<file path="src/rtl/m_ucode_loader.sv">
// Microcode loader: packs a byte stream into 48-bit control-store words,
// strobes each word into the store, then verifies a trailing checksum byte.
module m_ucode_loader #(
  parameter int unsigned NWORDS = 256
) (
  input  logic        clk,
  input  logic        rst,
  input  logic        start,
  input  logic        byte_valid,
  input  logic [7:0]  byte_data,
  output logic        byte_ready,
  output logic [7:0]  waddr,
  output logic [47:0] wdata,
  output logic        we,
  output logic        busy,
  output logic        done,
  output logic        err
);

  localparam int unsigned IDXW = 9;
  localparam int unsigned CNTW = 10;

  typedef enum logic [2:0] {
    IDLE    = 3'd0,
    COLLECT = 3'd1,
    WRITE   = 3'd2,
    CHECK   = 3'd3,
    FIN     = 3'd4
  } state_t;

  state_t            state;
  logic [IDXW-1:0]   widx;
  logic [2:0]        bcnt;
  logic [7:0]        csum;
  logic [39:0]       word;
  logic              xfer;

  assign xfer = byte_valid & byte_ready;

  // Partial bytes live in word so wdata only changes on entry to WRITE.
  always_ff @(posedge clk) begin
    if (rst) begin
      state      <= IDLE;
      widx       <= '0;
      bcnt       <= '0;
      csum       <= '0;
      word       <= '0;
      byte_ready <= 1'b0;
      waddr      <= '0;
      wdata      <= '0;
      we         <= 1'b0;
      busy       <= 1'b0;
      done       <= 1'b0;
      err        <= 1'b0;
    end else begin
      we <= 1'b0;
      case (state)
        IDLE: begin
          if (start) begin
            done       <= 1'b0;
            err        <= 1'b0;
            widx       <= '0;
            bcnt       <= '0;
            csum       <= '0;
            byte_ready <= 1'b1;
            busy       <= 1'b1;
            state      <= COLLECT;
          end
        end
        COLLECT: begin
          if (xfer) begin
            csum <= csum + byte_data;
            case (bcnt)
              3'd0:    word[7:0]   <= byte_data;
              3'd1:    word[15:8]  <= byte_data;
              3'd2:    word[23:16] <= byte_data;
              3'd3:    word[31:24] <= byte_data;
              3'd4:    word[39:32] <= byte_data;
              default: ;
            endcase
            if (bcnt == 3'd5) begin
              bcnt       <= '0;
              wdata      <= {byte_data, word};
              waddr      <= widx[7:0];
              we         <= 1'b1;
              byte_ready <= 1'b0;
              state      <= WRITE;
            end else begin
              bcnt <= bcnt + 3'd1;
            end
          end
        end
        WRITE: begin
          widx       <= widx + IDXW'(1);
          byte_ready <= 1'b1;
          // Compare in a wider domain so NWORDS=256 never aliases to zero.
          if ((CNTW'(widx) + CNTW'(1)) < CNTW'(NWORDS)) begin
            state <= COLLECT;
          end else begin
            state <= CHECK;
          end
        end
        CHECK: begin
          if (xfer) begin
            csum       <= csum + byte_data;
            byte_ready <= 1'b0;
            state      <= FIN;
          end
        end
        FIN: begin
          if (csum == 8'h00) begin
            done <= 1'b1;
          end else begin
            err <= 1'b1;
          end
          busy  <= 1'b0;
          state <= IDLE;
        end
        default: begin
          byte_ready <= 1'b0;
          busy       <= 1'b0;
          state      <= IDLE;
        end
      endcase
    end
  end

endmodule

</file>
<file path="config.mk">
export PLATFORM = sky130hd
export DESIGN_NAME = m_ucode_loader
export DESIGN_NICKNAME = d
export VERILOG_FILES = /design/src/rtl/m_ucode_loader.sv
export SDC_FILE = /design/constraint.sdc
export NUM_CORES = 1
export LEC_CHECK = 0
export ABC_AREA = 1
export CAP_MARGIN = 20
export CORE_MARGIN = 2
export CORE_UTILIZATION = 25
export CTS_CLUSTER_DIAMETER = 200
export CTS_CLUSTER_SIZE = 20
export DETAILED_ROUTE_END_ITERATION = 10
export GPL_TIMING_DRIVEN = 0
export HOLD_SLACK_MARGIN = 0.02
export REMOVE_ABC_BUFFERS = 1
export SLEW_MARGIN = 20
export SYNTH_ARGS = -nofsm -noshare
export SYNTH_HDL_FRONTEND = slang
export SYNTH_SLANG_ARGS = --single-unit
</file>
<file path="constraint.sdc">
create_clock -name clk -period 3.7 [get_ports clk]
set_clock_uncertainty 0.05 [all_clocks]
set_input_delay 0.74 -clock clk [delete_from_list [all_inputs] [get_ports clk]]
set_output_delay 0.74 -clock clk [all_outputs]
set_load 0.05 [all_outputs]
</file>
==> out/summary.md, run 1 <==
The detail route stage leaves a number of antenna-violating nets equal to 0. The per-instance average area after synthesis works out to 7.838 sq um. Initial cell density of the core: 0.2534. Counting flops and latches in the post-synthesis netlist gives 124.

The final number of hold-violating endpoints was 0. The tools report the number of detailed-route iterations in the first pass as 4. 73 I/O pins were placed.

Clock tree synthesis selected as its root buffer the cell clkbuf_16. Synthesis produced a netlist whose cell count is 627. The number of cells on the worst hold path was 2. The ratio of cells with drive above 1 in the final layout came out at 0.07102. The type of the worst setup path is in2reg. The standard cell area after detailed placement is 5818 sq um, and the share of async-settable or async-resettable flops after synthesis is 0. The overall global routing resource usage was 0.1234.

Ranked by instance count, the synthesized netlist is headed by 140 x nor2_1, 124 x dfxtp_1, 105 x o21ai_0. At the end of routability-driven placement, the weighted congestion stood at 0.7958. The switching fraction of total power is 0.2391.

For this design the total switching power over the nets is 761.5 uW. nor2_1 is the most common cell in the netlist. The worst register-to-register path has a setup slack of 1.17 ns. Entering global routing, the biggest net connects 101 pins. The number of setup violations in the final report is 0. The H-tree was split into 4 levels. The detailed router placed 4,170 vias in this run. The region available for standard cell placement spans 19,400 sq um. The run gives 0.4933 as the worst slew slack as a fraction of its limit. The internal power of the cells totals 2.423 mW. Counting along the longest clock path gives a buffer depth of 2. The via count of the first global-routing pass is 3,688, and the number of antenna violations at the first check in global routing is 0. The number of placed instances, taps included, is 937.

The peak supply drop was 330.3 uV; the transition at the pin with the smallest max-transition slack was 0.7574 ns. The post-synthesis sequential area ratio is 0.5051, and the number of port buffers is 72. The primary flip-flop cell chosen by synthesis mapping was dfxtp_1.

The die covers 20,800 sq um. The biggest area contributor in the post-synthesis netlist is dfxtp_1. Measured along the x axis, the die boundary spans 144.2 microns. The first routing iteration left 236 violations.

In the post-synthesis netlist, the biggest area contributors are dfxtp_1 51%, nor2_1 11%, o21ai_0 11%. The final worst setup slack was 0.8214 ns. The final non-filler cell area was 6382 sq um; the worst reg2reg path depth was 7. The power consumption came out at 3.185 mW. The layout overhead on the synthesized area was 29.86%; the worst endpoint data arrival time was 3.12 ns. In this run the vertical extent of the chip is 144.2 microns. Counting every sink on the clock net gives 124. The highest net fanout along the worst path was 76. Row generation in the floorplan step produced 51 rows. The clock power share was 0.506; the sequential share of power was 0.428.

At the placement stage, the worst setup path has a slack of 0.2993 ns. The first global-routing pass estimated 19,550 microns of wire. The final layout contains 713 nets. The logs give 3.94 ns for the required time at the worst-slack endpoint and 0 for the total overflow reported by the global router. Once the clock tree was built, the setup fixing pass inserted 0 buffers. The routed design has 12,260 microns of wire. Setup repair after global routing left no endpoint under its margin. STA classifies the critical path endpoint as a flip-flop. After clock tree synthesis, the clock-pin slew on the worst setup and hold paths is 0.05 ns.

For the post-layout instance count excluding filler cells, the log shows 969. Synthesis instantiated 34 different standard cells from the library. Timing would allow up to 347.4 MHz. The period utilization is 0.7780. TritonCTS built the clock tree. Category of the worst setup path launch point: a primary input. The hold buffer count at cts is 0, and the final count of pins violating max slew is 0.

The utilization after layout is 0.3290, and the clock period minus worst slack is 2.879 ns. The Yosys step of the flow raised 0 warnings. The count of cells resized by post-cts repair was 0; the areal power density over the cells was 499.0 nW/um^2. For the post-synthesis instance area, the log shows 4915 sq um. The type of the tightest min-delay check was reg2reg. Dividing the detail-routed via count by the number of cells gives 4.303. In this run, synthesis inferred 0 flip-flops with an integrated enable. TritonCTS created 17 clock buffers. Number of diodes added for antenna fixing: 0. Summed over all nets, the half-perimeter wirelength after detailed placement is 7557 microns. The average detailed-routed wire length per instance works out to 12.65 microns. For this run, design rule violations remaining after detail routing come to 0.

Across the run, the number of max-cap violations was 0. The flow ran to the end, and the final reports show no timing, DRC or antenna violations. For the worst-skew pair, the clock arrives at the later sink with an insertion delay of 0.43 ns. The fraction of synthesized cell area taken by the top area cell type works out to 0.5051. Summed over all cells, the static leakage comes to 2.349 nW. Combinational cell fraction of total power: 0.066.
## sequential cells by signal (all words and copies together) (netlist names)
signal	cells
done	1
word	40
waddr	8
state	3
busy	1
we	1
bcnt	3
err	1
wdata	48
byte_ready	1
csum	8
widx	9
## worst max-delay path: stages
cell,delay [ns]
clkdlybuf4s50_1,0.40
nand2_1,0.22
nor2_8,0.09
nand2_2,0.57
clkinv_4,0.62
o21ai_0,0.37
a21oi_1,0.06
## layer usage
metal | track usage | share of wire | wire [microns]
met5 | 0 | 0 | 0
met4 | 0.05161 | 0.012 | 152
met3 | 0.03609 | 0.045 | 550
met2 | 0.1845 | 0.44 | 5365
met1 | 0.1663 | 0.51 | 6193
## final cells by class
| cell class | instances | area, sq um |
|---|---|---|
| Multi-Input combinational cell | 430 | 2101 |
| Inverter | 46 | 182.7 |
| Tap cell | 265 | 331.6 |
| Timing Repair Buffer | 72 | 715.7 |
| Fill cell | 2087 | 13020 |
| Clock buffer | 21 | 450.4 |
| Sequential cell | 124 | 2482 |
| Clock inverter | 11 | 118.9 |
## through the flow
step | hold slack (ns) | setup TNS, ns
after global placement | 0.3909 | -120.25
final | 0.4021 | 0
after floorplan | 0.3818 | 0
after CTS | 0.4031 | 0
after global routing | 0.4185 | 0
after detailed placement | 0.3914 | 0
## cell families after synthesis
kind of cell	Yosys count	share of synthesized area
flops	124	0.5051
simple gates	242	0.2144
xor+xnor	2	0.003565
fa+ha+maj	10	0.02699
compound gates	176	0.1825
buf+inv	73	0.06746
## worst paths after layout
| check | to | from |
|---|---|---|
| setup / recovery | wdata[3] | byte_valid |
| hold / removal | wdata[2] | word[2] |
| setup reg to reg | wdata[3] | bcnt[1] |
| hold reg to reg | wdata[2] | word[2] |
## cells in the final DEF (no fill, tap or decap), types with 2 or more instances in the layout
cell type	n
bufinv_16	2
nand2_1	57
clkbuf_16	17
clkinv_2	5
nand3_1	18
inv_1	36
a21oi_1	64
ha_1	9
nand2b_1	2
inv_2	7
clkbuf_1	3
nand4_1	9
dfxtp_1	124
nor2_4	4
or2_2	2
nor3_4	2
xnor2_1	2
o21ai_0	105
nor2_1	140
a211oi_1	3
clkdlybuf4s50_1	71
nor3_1	4
clkinv_4	4
## power by group through the flow
stage	clock (mW)	sequential, mW	combinational, mW
2_1_floorplan	0	1.40	0.124
3_3_place_gp	0	1.39	0.215
4_1_cts	1.65	1.36	0.215
3_5_place_dp	0	1.39	0.214
6_report	1.61	1.36	0.212
5_1_grt	1.71	1.36	0.240
(Power assumes the default switching activity.)
==> run 2, diff against run 1 <==
Clock period 3.7 ns to 2.95 ns, I/O delays scaled along.
==> run 2 against run 1 <==
Effect of this change: wire length is 0.19% higher; hold slack barely moved; first-iteration DRC count increased by 14%; sequential power rose by 26%; global-route usage did not move; die area unchanged; critical endpoint unchanged.
==> out/summary.md, run 2 (synthesized netlist as in run 1, its figures left out) <==
The flow ran to the end, and the final reports show no timing, DRC or antenna violations. The number of port buffers was 72 (unchanged); the die height was 144.2 microns (unchanged). Most frequent cells in the layout: 140 x nor2_1, 124 x dfxtp_1, 105 x o21ai_0, 71 x clkdlybuf4s50_1, 64 x a21oi_1 (unchanged). Overall global routing resource usage: 0.1234 (unchanged). The footprint of the flip-flops and latches came out at 2482 sq um (unchanged). The worst-case clock buffer depth was 2 (unchanged); the floorplan row count was 51 (unchanged). The total via count after detailed routing is 4,181 (was 4,170). The leading cell type in the layout, fill and taps excluded is nor2_1 (unchanged). The logic depth of the worst setup path including buffers came out at 7 (unchanged). The number of inserted filler cells in the final layout was 2,087 (unchanged); the maximum number of pins on one net before global-route repair was 101 (unchanged). The highest net fanout along the worst path was 76 (unchanged). The total overflow reported by the global router is 0 (unchanged), and the number of antenna violations at the first check in global routing is 0 (unchanged). The final weighted congestion of routability-driven global placement is 0.7958 (unchanged). The ratio of cells with drive above 1 in the final layout works out to 0.07102 (unchanged).

The logs give 0 (unchanged) for the final number of hold-violating endpoints and 4 (unchanged) for the number of detailed-route iterations in the first pass. The logs give 6246 microns (was 6193 microns) for the routed metal-1 wire length and 397.2 MHz for the highest achievable clock rate. The longest individual stage delay on the worst path was 0.61 ns (was 0.62 ns); the initial cell density of the core was 0.2534 (unchanged).

The logs give 0 (unchanged) for the post-detailed-route count of antenna-violating nets and 0 (unchanged) for the hold buffer count at cts. The flip-flop count of the largest register, all copies and words added came out at 48 (unchanged). Worst flop-to-flop path startpoint: state[0] (was bcnt[1]).

The logs give 2.82 ns (was 3.12 ns) for the worst endpoint data arrival time and 73 (unchanged) for the number of top-level pins. The H-tree depth reported by CTS was 4 (unchanged). The family with the most delay on the worst path was buffers and inverters (unchanged).

The worst setup path endpoint was wdata[3] (unchanged). Cells along the critical path: clkdlybuf4s50_1, nand2_1, nor2_8, nand2_2, bufinv_8, o21ai_0, a21oi_1 (was clkdlybuf4s50_1, nand2_1, nor2_8, nand2_2, clkinv_4, o21ai_0, a21oi_1). The full die area is 20,800 sq um (unchanged), and the number of setup violations in the final report is 0 (unchanged). Average detailed-routed wire length per instance: 12.68 microns (was 12.65 microns). The total of max-cap violations was 0 (unchanged); the period utilization was 0.8533. Layout overhead on the synthesized area: 30.04% (was 29.86%). The register with the most flip-flops is wdata (unchanged). The insertion delay of the later-clocked pin in the worst-skew pair came out at 0.43 ns (about the same). The smallest clock period supported by the final layout is computed as 2.517 ns. The tools report the DRC violations left as 0 (unchanged). The transition at the pin with the smallest max-transition slack is 0.7337 ns (was 0.7574 ns), and the peak supply drop is 418.2 uV (was 330.3 uV). The areal power density over the cells came out at 625.4 nW/um^2 (was 499.0 nW/um^2). The type of the worst setup path was in2reg (unchanged). The run gives 713 (unchanged) as the number of nets in the finished design. Cell at the slowest stage of the critical path: bufinv_8 (was clkinv_4).

The worst reg2reg path depth works out to 8 (was 7). The final worst setup slack is 0.4327 ns (was 0.8214 ns). The top routing layer in use is met4 (unchanged).

The CTS buffer count was 17 (unchanged). The logs give 0.3295 (was 0.3290) for the utilization after layout and 7557 microns (unchanged) for the HPWL reported at the end of detailed placement. For the post-place setup slack, the log shows -0.3007 ns (was 0.2993 ns).

The category of the worst setup path launch point was a primary input (unchanged). Detail-routed via count per cell: 4.315 (was 4.303). For the CTS sink count, the log shows 124 (unchanged). The combined buffer and inverter count along the critical path was 2 (unchanged); the global-route wire length before repair was 19,550 microns (unchanged). The total wirelength of the detailed-routed design was 12,280 microns (was 12,260 microns).

Type of the tightest min-delay check: reg2reg (unchanged). TritonCTS built the clock tree. Required time at the worst-slack endpoint: 3.26 ns (was 3.94 ns).

The leakage power figure is 2.360 nW (was 2.349 nW), and the via count of the first global-routing pass is 3,688 (unchanged). Setup repair after global routing left no endpoint under its margin. For the met2 routed wirelength, the log shows 5295 microns (was 5365 microns). The worst slew slack as a fraction of its limit came out at 0.5091 (was 0.4933). Startpoint of the most critical setup path: byte_valid (unchanged). The clock input transition at the sequential cells of the worst setup and hold paths came out at 0.05 ns (about the same). Top Registers: wdata (48), word (40), widx (9) (unchanged).

Critical path capture point type: a flip-flop (unchanged). The tools report the capture instance of the worst register-to-register path as wdata[3] (unchanged). The total area of multi-input combinational cells was 2101 sq um (unchanged); the met3 wire length was 508 microns (was 550 microns). The run gives 0 (unchanged) as the number of diodes added for antenna fixing. The final count of pins violating max slew is 0 (unchanged). The floorplan die width is 144.2 microns (unchanged). The CTS root buffer was clkbuf_16 (unchanged). The area of the placeable core came out at 19,400 sq um (unchanged).

DRC marker count from the first detailed-route iteration: 270 (was 236). The slack of the worst reg-to-reg path is 0.61 ns (was 1.17 ns).
## run 2: cell count changes in the layout (fill, tap and decap cells not counted), sizes merged
cell	delta
clkinv	-1
bufinv	+1
## run 2: what timing repair did
| action | 4_1_cts | 5_1_grt |
|---|---|---|
| gates resized for setup | 0 | 1 |
| endpoints found under the setup margin | 0 | 5 |
| endpoints found under the hold margin | 0 | 0 |
| buffers inserted | 0 | 0 |
## run 2: worst min-delay path by stage
| stage | slack, ns | startpoint | end | cells past startpoint |
|---|---|---|---|---|
| floorplan | 0.38 | word[0] | wdata[0] | 2 |
| global placement | 0.39 | word[25] | wdata[25] | 2 |
| detailed placement | 0.39 | done | done | 2 |
| CTS | 0.40 | word[27] | wdata[27] | 2 |
| global route | 0.42 | word[24] | word[24] | 2 |
| finish | 0.40 | word[29] | wdata[29] | 2 |
## run 2: metal layers
layer,vias up,GRT usage
met1,1876,0.1663
met2,78,0.1845
li1,2207,-
met3,20,0.03609
met4,0,0.05161
met5,-,0
## run 2: tightest hold or removal path, cell delays in order (launching register included)
cell     delay, ns
dfxtp_1       0.29
inv_1         0.06
a21oi_1       0.05
## run 2: through the flow
stage | std cells | setup TNS [ns] | hold slack [ns] | cell area (sq um) | power, mW
after floorplan | 600 | 0 | 0.3818 | 4761 | 1.916
after global routing | 969 | 0 | 0.4185 | 6391 | 4.158
after global placement | 937 | -180.85 | 0.3909 | 5813 | 2.014
after CTS | 969 | 0 | 0.4031 | 6387 | 4.049
after detailed placement | 937 | -20.09 | 0.3914 | 5818 | 2.013
final | 969 | 0 | 0.4026 | 6391 | 3.997
## run 2: where the power goes
part           internal [mW]  switching (mW)
clock network           1.26           0.762
logic                 0.0830           0.183
registers               1.70          0.0130
## run 2: area by class of cell
type,count,area share
sequential,124,0.3884
inverter,46,0.02995
clock buffer,21,0.07048
tap,265,0.05188
clock inverter,11,0.01860
multi-input combinational,430,0.3287
timing repair buffer,72,0.1120
